[src/rtl/pow2_clock_div_ctrl.sv]
// Power-of-two clock-enable sequencer: one tick every 2^cur_log2 cycles, with ratio
// changes applied only at period boundaries and separated by a tick-free gate interval.
module pow2_clock_div_ctrl #(
    parameter int unsigned MAX_LOG2    = 4,
    parameter int unsigned RESET_LOG2  = 2,
    parameter int unsigned GATE_CYCLES = 2,
    localparam int unsigned LW         = $clog2(MAX_LOG2 + 1)
) (
    input  logic          clock,
    input  logic          reset,
    input  logic          io_req_valid,
    output logic          io_req_ready,
    input  logic [LW-1:0] io_req_bits_log2,
    output logic          io_tick,
    output logic [LW-1:0] io_cur_log2,
    output logic          io_busy
);

    localparam int unsigned CW = (MAX_LOG2 < 1) ? 1 : MAX_LOG2;
    localparam int unsigned GW = (GATE_CYCLES < 2) ? 1 : $clog2(GATE_CYCLES);
    localparam logic [GW-1:0] GATE_LOAD = (GATE_CYCLES == 0) ? '0 : GW'(GATE_CYCLES - 1);

    typedef enum logic [1:0] {StRun, StDrain, StGate} state_e;

    state_e        state;
    logic [CW-1:0] cnt;
    logic [LW-1:0] cur_log2;
    logic [LW-1:0] pend_log2;
    logic [GW-1:0] gcnt;
    logic          tick_q;

    logic [CW-1:0] mask;
    logic [CW-1:0] cnt_inc;
    logic [LW-1:0] req_clamped;
    logic          boundary;
    logic          accept;

    // Low cur_log2 bits of the counter set: 2^cur_log2 - 1.
    always_comb begin
        mask = '0;
        for (int i = 0; i < int'(CW); i++) begin
            mask[i] = (i < int'(cur_log2));
        end
    end

    always_comb begin
        req_clamped = io_req_bits_log2;
        if (io_req_bits_log2 > LW'(MAX_LOG2)) begin
            req_clamped = LW'(MAX_LOG2);
        end
    end

    assign cnt_inc  = cnt + CW'(1);
    assign boundary = (state != StGate) && (cnt == mask);
    assign accept   = io_req_valid && io_req_ready;

    always_ff @(posedge clock) begin
        if (reset) begin
            state     <= StRun;
            cnt       <= '0;
            cur_log2  <= LW'(RESET_LOG2);
            pend_log2 <= LW'(RESET_LOG2);
            gcnt      <= '0;
            tick_q    <= 1'b0;
        end else begin
            tick_q <= boundary;
            case (state)
                StRun: begin
                    cnt <= boundary ? '0 : cnt_inc;
                    if (accept) begin
                        pend_log2 <= req_clamped;
                        if (req_clamped != cur_log2) begin
                            if (!boundary) begin
                                state <= StDrain;
                            end else if (GATE_CYCLES == 0) begin
                                // This boundary's tick still belongs to the old ratio.
                                cur_log2 <= req_clamped;
                                cnt      <= '0;
                            end else begin
                                state <= StGate;
                                gcnt  <= GATE_LOAD;
                            end
                        end
                    end
                end
                StDrain: begin
                    cnt <= boundary ? '0 : cnt_inc;
                    if (boundary) begin
                        if (GATE_CYCLES == 0) begin
                            state    <= StRun;
                            cur_log2 <= pend_log2;
                        end else begin
                            state <= StGate;
                            gcnt  <= GATE_LOAD;
                        end
                    end
                end
                StGate: begin
                    cnt <= '0;
                    if (gcnt == '0) begin
                        state    <= StRun;
                        cur_log2 <= pend_log2;
                    end else begin
                        gcnt <= gcnt - GW'(1);
                    end
                end
                default: begin
                    state <= StRun;
                    cnt   <= '0;
                end
            endcase
        end
    end

    assign io_req_ready = (state == StRun);
    assign io_busy      = (state != StRun);
    assign io_tick      = tick_q;
    assign io_cur_log2  = cur_log2;

endmodule

[config.mk]
export PLATFORM = sky130hd
export DESIGN_NAME = pow2_clock_div_ctrl
export DESIGN_NICKNAME = d
export VERILOG_FILES = /design/src/rtl/pow2_clock_div_ctrl.sv
export SDC_FILE = /design/constraint.sdc
export NUM_CORES = 1
export LEC_CHECK = 0
export CAP_MARGIN = 25
export CORE_MARGIN = 5
export CORE_UTILIZATION = 48
export DETAILED_ROUTE_END_ITERATION = 6
export GPL_TIMING_DRIVEN = 0
export PLACE_DENSITY = 0.83
export RECOVER_POWER = 100
export SETUP_SLACK_MARGIN = 0.2
export SYNTH_ARGS = -nofsm -noshare
export SYNTH_HDL_FRONTEND = slang
export SYNTH_SLANG_ARGS = --single-unit
[constraint.sdc]
create_clock -name clock -period 2.05 [get_ports clock]
set_clock_uncertainty 0.15 [all_clocks]
set_input_delay 0.3075 -clock clock [delete_from_list [all_inputs] [get_ports clock]]
set_output_delay 0.3075 -clock clock [all_outputs]
set_load 0.05 [all_outputs]
* Word-level counts from Yosys, hierarchy flattened
Cells that the tools add are included.
Cells by class: add/subtract/negate cells 2, magnitude comparators 5, eq/ne operators 9, muxes and demuxes 12, bitwise gates (word level) 2, reductions and logical operators 11
Operators with widths (count):
- two-way mux 2 bit | 5
- less-than comparator 1 x 3 -> 1 bit (first input constant) | 2
- less-than comparator 2 x 3 -> 1 bit (first input constant) | 2
- != test 2 bit (second input constant) | 3
- case mux 2 bit (3 select lines) | 1
- adder 4 x 1 -> 4 bit (second input constant) | 1
- == test 4 bit | 1
- two-way mux 1 bit | 4
- != test 2 x 1 -> 1 bit (second input constant) | 2
- AND reduction 2 bit | 2
- AND reduction 4 bit | 1
- greater-than comparator 3 bit (second input constant) | 1
- two-way mux 3 bit | 1
- != test 3 bit | 1
- case mux 1 bit (3 select lines) | 1
- AND reduction 3 bit | 1
- nonzero test 3 bit | 1
- OR reduction 3 bit | 1
- == test 2 x 1 -> 1 bit (second input constant) | 1
- == test 2 bit (second input constant) | 1
- logical AND 1 bit | 2
- logical NOT 2 bit | 1
- NOT 1 bit | 2
- nonzero test 2 bit | 1
- other kinds (2) | 2
Word-level totals: register bits 14, bits of input ports 6, output and inout port bits 6, word-level logic and storage cells 47

* Logic depth before layout (Yosys ltp)
Gate-level depths: netlist of the first run.
word-level depth 7, depth in mapped cells 6, depth with buffers taken out 5

* Least setup slack after synthesis of the first run
Ideal clock, no wire load.
path kind register to output, start reg state[0], end out io_busy, arrival time 1639 ps, path slack -47 ps, stages on the path, launching flop included 4, buffers on the path 1, path through dfxtp_1 buf_2 nor2_1 inv_1
On the way: word-level cells in the longest chain between the ends 1
RTL lines:
- start, declared | RTL line 25 | state_e state;
- start signal, assigned | RTL line 59 | state <= StRun;
- start signal, assigned | RTL line 74 | state <= StDrain;
- start signal, assigned | RTL line 80 | state <= StGate;
- nonzero test 2 bit | RTL line 116 | assign io_busy = (state != StRun);
- end, declared | RTL line 16 | output logic io_busy
Every way passes these cells.

* Worst setup path after layout of the first run
Same ends and word-level chain as after synthesis.

==> results of run 1 <==
[stage by stage]
step / cells / power (mW) / instance area [um^2]
6_report: 101 / 0.818 / 820
5_1_grt: 101 / 0.874 / 820
4_1_cts: 100 / 0.835 / 828
3_5_place_dp: 96 / 0.649 / 797
3_3_place_gp: 96 / 0.639 / 797
2_1_floorplan: 70 / 0.567 / 668
[flip-flops by register name, summed over array words and instances, names as in the netlist]
| name | count |
|---|---|
| cnt | 4 |
| gcnt | 1 |
| pend_log2 | 3 |
| io_tick | 1 |
| state | 2 |
| io_cur_log2 | 3 |
[power groups by stage]
stage | registers, mW | logic (mW) | clock network [mW]
2_1_floorplan | 0.364 | 0.203 | 0
3_3_place_gp | 0.355 | 0.285 | 0
3_5_place_dp | 0.357 | 0.292 | 0
4_1_cts | 0.350 | 0.283 | 0.202
5_1_grt | 0.356 | 0.303 | 0.216
6_report | 0.348 | 0.274 | 0.196
[cell usage in the layout, fill, tap and decap left out, types with 2 or more instances in the layout]
master / n
a21oi_1: 3
nor2b_1: 2
clkbuf_4: 3
or3_2: 2
clkdlybuf4s50_1: 5
nor3_1: 3
dlygate4sd2_1: 4
nor3b_1: 3
xnor2_1: 3
nand3_1: 2
xor2_1: 3
mux2i_1: 2
inv_1: 2
dfxtp_1: 14
nand4_1: 2
nand2_1: 4
nor2_1: 8
a211o_1: 4
[layer usage]
metal | up-vias | GRT usage | routed length (um)
met4 | 0 | 0.0497 | 0
met5 | - | 0 | 0
met1 | 263 | 0.176 | 584
met2 | 18 | 0.214 | 586
met3 | 0 | 0.0345 | 74
li1 | 286 | - | -
[how the worst max path moves through the flow]
stage                         endpoint  cells past startpoint  slack [ns]
after detailed placement          gcnt                      6        0.06
after global placement            gcnt                      6        0.07
final                          io_busy                      4        0.24
after global routing           io_busy                      4        0.12
after floorplan               state[1]                      5        0.26
after CTS                 io_req_ready                      3        0.14
[final cells by class]
cell class	instances	area, um^2	area share
Buffer	2	8.76	0.0107
Clock buffer	4	36.3	0.0443
Inverter	2	7.51	0.00916
Multi-Input combinational cell	52	359	0.438
Sequential cell	14	280	0.342
Tap cell	15	18.8	0.0229
Timing Repair Buffer	12	109	0.133
[cells by family (layout without fill, tap and decap cells)]
group                    Yosys count  in the layout
buffers and inverters              4             20
XOR/XNOR                           6              6
AND/OR/NAND/NOR                   32             32
multiplexers                       2              2
flip-flops                        14             14
AO/OA/AOI/OAI                     11             11
adder cells (fa/ha/maj)            1              1
[worst max-delay path, cell delays in order, from the launching register on]
cell and delay, ns:
dfxtp_1 0.30, buf_2 0.16, nor2_1 0.21, inv_1 0.07, clkdlybuf4s15_2 0.33
[timing repair]
item / 4_1_cts / 5_1_grt
setup buffers: 0 / 1
resized for setup: 8 / 3
pin swaps: 0 / 2
cloned: 0 / 0
hold buffers: 0 / 0
setup endpoints to repair: 6 / 6
==> flow_summary_export.csv, run 1 <==
group,metric,value,unit
sta,drv_slew,0,
logic_synthesis,yosysWarnings,0,
power,power_frac_seq,0.425,
routing,wl_per_cell,12.3,um
power,netSwitchingFraction,0.355,
power,ir_worst_vdd,0.000917,V
floorplan,die_w,47.1,um
logic_synthesis,synth_cells,70,
run_status,status,"finished clean",
clock_tree,clock_latency,0.28,ns
clock_tree,root_buffer,"clkbuf_4",
sta,fin_ws,0.242,ns
routing,drc,0,
flow_run,drv_cap,0,
min_path,whs_path_depth,2,
setup_path,r2r_slack,0.26,ns
logic_synthesis,synth.most_common_cell,"dfxtp_1",
setup_path,critPathCaptureType,"primary output",
sta,slew-limit-headroom,0.675,
logic_synthesis,synth-compound-area-share,0.142,
clock_tree,clock-sinks,14,
setup_path,critPathMaxFanout,9,
sta,rsz0062_at_grt,"no",
logic_synthesis,synth_commonest_cells,"dfxtp_1, nor2_1, a211o_1, nand2_1",
logic_synthesis,synth_nets,77,
setup_path,rr_startpoint,"io_cur_log2[2]",
power,p_leak,0.336,nW
finish,fin_nets,94,
logic_synthesis,synth.distinct_cells,29,
routing,drt_iter0_markers,18,
logic_synthesis,synthArstFlopShare,0,
clock_tree,cts_tree,"done",
min_path,whs_endpoint,"pend_log2[2]",
finish,final_core_util,0.630,
logic_synthesis,yosysTopAreaCell,"dfxtp_1",
setup_path,rr_worst_depth,5,
global_routing,grt_max_degree,11,
logic_synthesis,synth-simple-area-share,0.282,
sta,hold_viol_final,0,
sta,setup_viol,0,
routing,dr.pass1.iters,4,
finish,n_antenna_cell,0,
routing,wl,1250,um
clock_tree,cts.path.max_buffers,2,
logic_synthesis,synth.area.mux_share,0.0302,
logic_synthesis,synth_xor_area_frac,0.0794,
logic_synthesis,synth_top_family_by_area,"simple AND/OR/NAND/NOR gates",
logic_synthesis,netlist.area_leader.share,0.423,
finish,syn2layout_area_growth,23.8,%
setup_path,reg2reg_to,"state[1]",
clock_tree,cts_buffers,3,
placed_design,pre_cts_ws,0.0604,ns
floorplan,core,0.00130,mm^2
logic_synthesis,synth_ff_type,"dfxtp_1",
floorplan,rows,13,
floorplan,io_pins,12,
routing,vias_per_cell,5.61,
logic_synthesis,ys_top_cells_by_area,"dfxtp_1, a211o_1, nor2_1",
clock_tree,clkTransAtPathRegs,0.08,ns
setup_path,worst_ep_arrival_time,1.35,ns
floorplan,dieHeight,47.1,um
global_routing,grt_pass1_wl,2100,um
sta,tightest_slew,0.490,ns
setup_path,path_class,"flop to primary output",
placed_design,place_hpwl,956,um
setup_path,cp-start-kind,"flop",
sta,final.period_utilization,0.882,
logic_synthesis,synth_fa_ha_area_frac,0.0189,
floorplan,die_area,0.00222,mm^2
power,switchingPower,0.290,mW
setup_path,startpoint,"state[0]",
routing,dr_total_vias,567,
finish,layout-drive-gt1-share,0.128,
routing,ant_nets,0,
global_routing,grt_pass1_vias,506,
min_path,hold_path.class,"flop to flop",
power,clkPwrFrac,0.239,
power,p_int,0.528,mW
sta,max_freq,553,MHz
logic_synthesis,ys_seq_area_frac,0.423,
floorplan,start_util,0.509,
placed_design,port_buffers,11,
power,power_frac_comb,0.335,
logic_synthesis,synth.cell_area,662,um^2
logic_synthesis,synth.ff_latch_count,14,
logic_synthesis,avgSynthCellArea,9.46,um^2
sta,finalSetupTns,0,ns
sta,holdWs,0.325,ns
setup_path,cp.required,1.59,ns
finish,n_fill_cell,115,
min_path,min_from,"pend_log2[2]",
global_routing,grt_overflow_total,0,
sta,period_needed,1.81,ns
global_routing,grtUsageTotal,0.135,
placed_design,place_congestion,0.757,
logic_synthesis,synth-edff-count,0,
power,p_per_area,998,mW/mm^2
global_routing,antenna_found_initial,0,
clock_tree,h-tree-depth,1,
No activity file was read; power rests on OpenSTA's default activity.
==> run 2: changes to the inputs <==
Settings changed: REMOVE_ABC_BUFFERS set to 1, SLEW_MARGIN set to 40.
==> flow_summary_export.csv, run 2 (synthesis gave the netlist of run 1 again) <==
group,metric,value,unit
run_status,status,"finished clean",
finish,top_register,"cnt",
clock_tree,clock-sinks,14,
floorplan,io_pins,12,
routing,dr.pass1.iters,4,
setup_path,critical_path.max_stage_delay,0.49,ns
setup_path,cp-start-kind,"flop",
setup_path,critPathMaxFanout,6,
floorplan,die_w,47.1,um
sta,tightest_slew,0.589,ns
clock_tree,cts_buffers,3,
sta,rsz0062_at_grt,"no",
placed_design,place_hpwl,920,um
min_path,hold_path.class,"flop to flop",
sta,period_needed,1.80,ns
finish,layout-drive-gt1-share,0.143,
finish,syn2layout_area_growth,23.1,%
finish,final_core_util,0.626,
sta,setup_viol,0,
placed_design,port_buffers,11,
clock_tree,clkTransAtPathRegs,0.08,ns
clock_tree,root_buffer,"clkbuf_4",
power,p_leak,0.326,nW
routing,ant_nets,0,
clock_tree,clock_latency,0.27,ns
clock_tree,cts_tree,"done",
sta,slew-limit-headroom,0.609,
routing,wl_met1,561,um
routing,vias_per_cell,5.48,
floorplan,rows,13,
setup_path,path_class,"flop to flop",
floorplan,core,0.00130,mm^2
floorplan,dieHeight,47.1,um
finish,largest_reg_flops,4,
floorplan,start_util,0.509,
clock_tree,cts.path.max_buffers,2,
sta,finalSetupTns,0,ns
finish,fin_nets,92,
sta,hold_viol_final,0,
placed_design,place_congestion,0.723,
routing,top_layer_used,"met4",
routing,drt_iter0_markers,7,
flow_run,drv_cap,0,
clock_tree,h-tree-depth,1,
routing,drc,0,
setup_path,critPathCaptureType,"flop",
sta,drv_slew,0,
global_routing,grt_max_degree,12,
floorplan,die_area,0.00222,mm^2
setup_path,slowest_stage,"or4b_1",
global_routing,grt_pass1_wl,2210,um
setup_path,cp.required,2.12,ns
power,p_per_area,994,mW/mm^2
routing,wl_per_cell,12.2,um
global_routing,grtUsageTotal,0.143,
finish,layout_commonest_cell,"dfxtp_1",
finish,layout.cells.most_common_list,"dfxtp_1, nor2_1, clkdlybuf4s50_1",
global_routing,grt_pass1_vias,530,
sta,final.period_utilization,0.879,
global_routing,grt_overflow_total,0,
global_routing,antenna_found_initial,0,
routing,dr_total_vias,543,
setup_path,worst_ep_arrival_time,1.87,ns
finish,n_antenna_cell,0,
routing,wl_met3,60,um
setup_path,path_cells,"nor2_4 > or4b_1 > a31oi_4 > a211o_1 > and4b_1",
routing,wl_met2,573,um
power,ir_worst_vdd,0.000736,V
routing,wl,1210,um
sta,max_freq,555,MHz
==> run 2: changes by cell type in the layout (fill, tap and decap cells not counted), sizes merged <==
cell         previous run  this run
buf                     2         1
dlygate4sd2             4         3
==> run 2: per-stage QoR <==
step | total power [mW] | hold slack, ns | worst slack, ns | instance area [um^2] | cells
6_report | 0.810 | 0.314 | 0.247 | 815 | 99
5_1_grt | 0.872 | 0.335 | 0.141 | 815 | 99
4_1_cts | 0.822 | 0.315 | 0.126 | 815 | 98
3_5_place_dp | 0.639 | 0.305 | 0.0679 | 782 | 94
3_3_place_gp | 0.631 | 0.302 | 0.0710 | 782 | 94
2_1_floorplan | 0.557 | 0.227 | 0.0155 | 653 | 68
==> run 2: layout make-up <==
class                           instances  area (um^2)
Clock buffer                            4         36.3
Fill cell                             118          487
Inverter                                2         7.51
Multi-Input combinational cell         52          367
Sequential cell                        14          282
Tap cell                               15         18.8
Timing Repair Buffer                   12          104
==> run 2: worst max-delay path: cells and delay by family (launching register included) <==
kind,cells,cell delay (ns)
simple gates,3,0.78
compound gates,2,0.46
flops,1,0.37
==> run 2: final timing paths <==
check / startpoint / to / slack [ns] / cells past startpoint
max: io_cur_log2[2] / state[1] / 0.25 / 5
min: pend_log2[2] / pend_log2[2] / 0.31 / 2
max reg2reg: io_cur_log2[2] / state[1] / 0.25 / 5
min reg2reg: pend_log2[2] / pend_log2[2] / 0.31 / 2
==> run 2: per-layer routing <==
layer | track usage | up-vias
li1 | - | 281
met1 | 0.185 | 246
met2 | 0.206 | 14
met3 | 0.0421 | 2
met4 | 0.0939 | 0
met5 | 0 | -
==> run 2: timing repair <==
action,in CTS,in global routing
pin swaps,0,2
hold buffers,0,0
resized for setup,7,8
setup endpoints to repair,5,7
hold endpoints to repair,0,0
buffers inserted,0,1
==> run 2: report_power, final <==
group / switching (mW) / internal (mW) / leakage [nW] / total, mW
registers: 0.0496 / 0.312 / 0.115 / 0.361
logic: 0.153 / 0.104 / 0.190 / 0.257
clock network: 0.0834 / 0.108 / 0.0210 / 0.191
total: 0.286 / 0.524 / 0.326 / 0.810
